$ cat src/rtl/pc_seq_pkg.sv
// rtl/pc_seq_pkg.sv - shared types and constants for the fetch PC sequencer
package pc_seq_pkg;

  localparam int XLEN = 32;
  localparam int INSTR_BYTES = 4;
  localparam logic [1:0] MISALIGN_MASK = 2'b11;

  typedef enum logic [1:0] {
    REQ  = 2'd0,
    WAIT = 2'd1,
    HOLD = 2'd2,
    DROP = 2'd3
  } state_t;

endpackage

$ cat src/rtl/pc_next_sel.sv
// rtl/pc_next_sel.sv - next-PC candidates: sequential, redirect/trap select, misalign flag
module pc_next_sel #(
  parameter int              XLEN     = 32,
  parameter logic [XLEN-1:0] TRAP_VEC = 32'h0000_0100
) (
  input  logic [XLEN-1:0] pc_i,
  input  logic            ex_redirect_i,
  input  logic            ex_trap_i,
  input  logic [XLEN-1:0] ex_target_i,
  output logic [XLEN-1:0] pc_seq_o,
  output logic            redirect_o,
  output logic [XLEN-1:0] redirect_pc_o,
  output logic            misalign_o
);
  import pc_seq_pkg::*;

  // Trap wins over a branch; a misaligned branch target is turned into a trap.
  always_comb begin
    pc_seq_o      = pc_i + XLEN'(INSTR_BYTES);
    redirect_o    = ex_trap_i | ex_redirect_i;
    misalign_o    = ex_redirect_i && !ex_trap_i &&
                    ((ex_target_i[1:0] & MISALIGN_MASK) != 2'b00);
    redirect_pc_o = (ex_trap_i || misalign_o) ? TRAP_VEC : ex_target_i;
  end

endmodule

$ cat src/rtl/pc_sequencer.sv
// rtl/pc_sequencer.sv - fetch PC owner and single-outstanding imem fetch sequencer
module pc_sequencer #(
  parameter int              XLEN     = pc_seq_pkg::XLEN,
  parameter logic [XLEN-1:0] RESET_PC = 32'h0000_0000,
  parameter logic [XLEN-1:0] TRAP_VEC = 32'h0000_0100
) (
  input  logic            clk,
  input  logic            rst_n,
  output logic            imem_req,
  output logic [XLEN-1:0] imem_addr,
  input  logic            imem_gnt,
  input  logic            imem_rvalid,
  input  logic [31:0]     imem_rdata,
  output logic            if_valid,
  output logic [XLEN-1:0] if_pc,
  output logic [31:0]     if_instr,
  input  logic            if_ready,
  input  logic            ex_redirect,
  input  logic [XLEN-1:0] ex_target,
  input  logic            ex_trap,
  output logic            misalign_err
);
  import pc_seq_pkg::*;

  state_t          state_q, state_d;
  logic [XLEN-1:0] pc_q, pc_d;
  logic [XLEN-1:0] if_pc_q, if_pc_d;
  logic [31:0]     if_instr_q, if_instr_d;
  logic            req_gap_q, req_gap_d;
  logic            misalign_q;

  logic [XLEN-1:0] pc_seq;
  logic            redirect;
  logic [XLEN-1:0] redirect_pc;
  logic            misalign;

  pc_next_sel #(
    .XLEN     (XLEN),
    .TRAP_VEC (TRAP_VEC)
  ) u_next_sel (
    .pc_i          (pc_q),
    .ex_redirect_i (ex_redirect),
    .ex_trap_i     (ex_trap),
    .ex_target_i   (ex_target),
    .pc_seq_o      (pc_seq),
    .redirect_o    (redirect),
    .redirect_pc_o (redirect_pc),
    .misalign_o    (misalign)
  );

  // State, PC and the fetched-instruction holding registers.
  always_ff @(posedge clk or negedge rst_n) begin
    if (!rst_n) begin
      state_q    <= REQ;
      pc_q       <= RESET_PC;
      if_pc_q    <= '0;
      if_instr_q <= '0;
      req_gap_q  <= 1'b0;
      misalign_q <= 1'b0;
    end else begin
      state_q    <= state_d;
      pc_q       <= pc_d;
      if_pc_q    <= if_pc_d;
      if_instr_q <= if_instr_d;
      req_gap_q  <= req_gap_d;
      misalign_q <= misalign;
    end
  end

  // Fetch sequencing; req_gap_q blanks imem_req for the cycle after an
  // ungranted request was redirected so the address change is never seen
  // mid-request by imem.
  always_comb begin
    state_d    = state_q;
    pc_d       = pc_q;
    if_pc_d    = if_pc_q;
    if_instr_d = if_instr_q;
    req_gap_d  = 1'b0;
    imem_req   = 1'b0;
    if_valid   = 1'b0;
    case (state_q)
      REQ: begin
        imem_req = !req_gap_q;
        if (redirect) begin
          pc_d = redirect_pc;
          if (!req_gap_q && imem_gnt) state_d = DROP;
          else                        req_gap_d = 1'b1;
        end else if (!req_gap_q && imem_gnt) begin
          state_d = WAIT;
        end
      end
      WAIT: begin
        if (redirect) begin
          pc_d    = redirect_pc;
          state_d = imem_rvalid ? REQ : DROP;
        end else if (imem_rvalid) begin
          if_instr_d = imem_rdata;
          if_pc_d    = pc_q;
          state_d    = HOLD;
        end
      end
      HOLD: begin
        if_valid = 1'b1;
        if (redirect) begin
          pc_d    = redirect_pc;
          state_d = REQ;
        end else if (if_ready) begin
          pc_d    = pc_seq;
          state_d = REQ;
        end
      end
      DROP: begin
        if (redirect) pc_d = redirect_pc;
        if (imem_rvalid) state_d = REQ;
      end
      default: state_d = REQ;
    endcase
  end

  assign imem_addr    = pc_q;
  assign if_pc        = if_pc_q;
  assign if_instr     = if_instr_q;
  assign misalign_err = misalign_q;

endmodule

$ cat config.mk
export PLATFORM = sky130hd
export DESIGN_NAME = pc_sequencer
export DESIGN_NICKNAME = d
export VERILOG_FILES = /design/src/rtl/pc_seq_pkg.sv /design/src/rtl/pc_next_sel.sv /design/src/rtl/pc_sequencer.sv
export SDC_FILE = /design/constraint.sdc
export NUM_CORES = 1
export LEC_CHECK = 0
export BUFFER_PORTS_ARGS = -buffer_cell sky130_fd_sc_hd__buf_2
export CORE_UTILIZATION = 45
export DETAILED_ROUTE_END_ITERATION = 12
export MAX_ROUTING_LAYER = met4
export PLACE_DENSITY = 0.72
export SLEW_MARGIN = 20
export SYNTH_ARGS = -nofsm -noshare
export SYNTH_HDL_FRONTEND = slang
export SYNTH_HIERARCHICAL = 1
export SYNTH_SLANG_ARGS = --single-unit
export TNS_END_PERCENT = 10
$ cat constraint.sdc
create_clock -name clk -period 4.56 [get_ports clk]
set_input_delay 0.456 -clock clk [delete_from_list [all_inputs] [get_ports clk]]
set_output_delay 0.456 -clock clk [all_outputs]
set_load 0.02 [all_outputs]
==> flow_summary.json <==
{
  "synth-seq-cells": 100,
  "grt_pass1_wl_um": 19300,
  "met3_length_um": 730,
  "place_hpwl_um": 8480,
  "via_per_inst": 5.12,
  "finalHoldViolCount": 0,
  "r2r-start": "imem_addr[14]$_DFFE_PN0P_",
  "fin_crit_sh": 0.501,
  "maxCapViolations": 0,
  "ys_seq_area_frac": 0.479,
  "final_common_cell": "buf_2",
  "grt_antenna_before_repair": 0,
  "syn-num-nets": 527,
  "worstSkewPairLatency_ps": 350,
  "worst-path-buf-inv": 0,
  "timing.critical_path.arrival_ps": 2560,
  "async_reset_ff_frac": 1.00,
  "drt_wl_total_um": 12100,
  "timing.final.max_slew_violations": 0,
  "portBuffers": 169,
  "grt_max_degree": 70,
  "clock_path_buffers": 2,
  "highest_layer": "met4",
  "rows": 38,
  "wl_per_cell_um": 16.0,
  "drt_iter0_markers": 204,
  "core_area_um2": 11100,
  "num_antenna_cells": 0,
  "cts_tree": "built",
  "cts_sinks": 100,
  "die_h_um": 110,
  "wl_met2_um": 5780,
  "slowest_delay_ps": 850,
  "fin_setup_tns_ps": 0,
  "utilization": 0.572,
  "drt-met1-wl_um": 5460,
  "setup_viol": 0,
  "slowest_stage": "nor4_2",
  "syn2layout_area_growth_pct": 21.2,
  "synth_edf_count": 0,
  "p_per_area_nw_per_um2": 540,
  "final_nets": 683,
  "total_leakage_power_nw": 3.18,
  "clk_pin_slew_worst_paths_ps": 70,
  "rsz0062_at_grt": "no",
  "cp_cell_sequence": "nand3_1 > nor4_2 > nand4_1 > xnor2_1 > a21oi_1 > a21oi_1",
  "synth_cells": 455,
  "grt_usage": 0.217,
  "postCtsHoldBufs": 0,
  "cp.required_ps": 4840,
  "place_congestion": 0.782,
  "numCtsBuffers": 9,
  "synth_warnings": 6,
  "hold_ws_ps": 73.2,
  "drtPass1Iterations": 4,
  "synth_ff_type": "dfrtp_1",
  "die_w_um": 110,
  "peakVddDrop_uv": 426,
  "cpMostUsedCell": "a21oi_1",
  "timing.final.crit_period_ps": 2290,
  "worstHoldPathType": "primary input to asynchronous set/reset pin",
  "final_cell_mix": "168 x buf_2, 100 x dfrtp_1, 65 x a21oi_1, 60 x mux2_4, 41 x nand2_1",
  "netlist_area_um2": 5230,
  "fin_ws_ps": 2270,
  "dieArea_um2": 12100,
  "status": "finished, final reports clean",
  "worstSetupPathType": "flop to flop",
  "dp_slack_ps": 2000,
  "cp-end-kind": "flop",
  "fin_area_um2": 6340,
  "cts_root_buf": "clkbuf_16",
  "start_kind": "flop",
  "worst_pin_slew_ps": 961,
  "avgSynthCellArea_um2": 11.5,
  "crit_start": "imem_addr[14]$_DFFE_PN0P_",
  "initial_utilization": 0.472,
  "cts_resized": 0,
  "clock.fmax_mhz": 438,
  "vias": 3871,
  "drc": 0,
  "fin_skew_ps": 6.19,
  "grt_overflow": 0,
  "drive_gt1_frac": 0.429,
  "htreeDepth": 3,
  "drtAntennaViolNets": 0,
  "cts_setup_buffers": 0,
  "ys_types": 40,
  "placed_cell_area_um2": 6050,
  "max_slew_margin": 0.354,
  "first_global_vias": 3797,
  "critical_path.top_delay_family": "simple AND/OR/NAND/NOR gates",
  "pin_count": 170,
  "cp_max_fo": 11
}
through the flow:
step	std cells	total power, mW
after floorplan	455	2.29
after global placement	740	2.68
after detailed placement	740	2.71
after CTS	756	3.46
after global routing	756	3.62
final	756	3.42
layer usage:
metal	vias up	global-route usage
met5	-	-
met1	1869	0.270
met2	141	0.352
met3	12	0.0439
met4	0	0.0724
li1	1849	-
path summary, 6_finish.rpt:
kind / cells past startpoint / end / slack [ps]
max: 6 / imem_addr[31]$_DFFE_PN0P_ / 2270
min: 1 / if_pc[14]$_DFFE_PN0P_ / 70
max reg2reg: 6 / imem_addr[31]$_DFFE_PN0P_ / 2270
min in group clk: 2 / misalign_err$_DFF_PN0_ / 330
min reg2reg: 1 / if_instr[27]$_DFFE_PN0P_ / 500
max in group asynchronous: 2 / if_instr[19]$_DFFE_PN0P_ / 3300
state kept, by name (all words and copies together), names as in the netlist:
name and count:
if_instr 32, if_pc 32, imem_addr 32, misalign_err 1
req_gap_q 1, state_q 2
layout make-up:
type                    instances  area [um^2]
well taps                     140          175
multi-input cells             321         2470
clock buffers                  15          278
fillers                       954         4740
clock inverters                 1         5.00
inverters                       5         18.8
flip-flops and latches        100         2500
repair buffers                174          886
logic make-up (layout without fill, tap and decap cells):
logic type | after synthesis | count (layout) | synth area share
compound gates | 68 | 68 | 0.0665
xor+xnor | 29 | 29 | 0.0486
fa+ha+maj | 1 | 1 | 0.00239
buf+inv | 34 | 195 | 0.0507
flops | 100 | 100 | 0.479
mux | 64 | 64 | 0.181
simple gates | 159 | 159 | 0.172
synthesized netlist by cell type (6+ instances only):
master    instances  area share
dfrtp_1         100        0.48
a21oi_1          65       0.062
and2_1           29       0.035
nand2_1          41       0.029
nor2_1           11      0.0079
xor2_1            7       0.012
clkbuf_1         10      0.0072
nor2b_1          34       0.041
nand3_1          10      0.0096
mux2_4           60        0.17
nand4_1           6      0.0072
xnor2_1          22       0.037
buf_2             7      0.0067
buf_12            7       0.027
power by group:
group	switching (mW)	total, mW	leakage, nW	internal [mW]
sequential	0.216	1.38	1.27	1.17
combinational	0.699	1.31	1.77	0.608
clock	0.314	0.729	0.140	0.415
total	1.23	3.42	3.18	2.19
(Power assumes the default switching activity.)
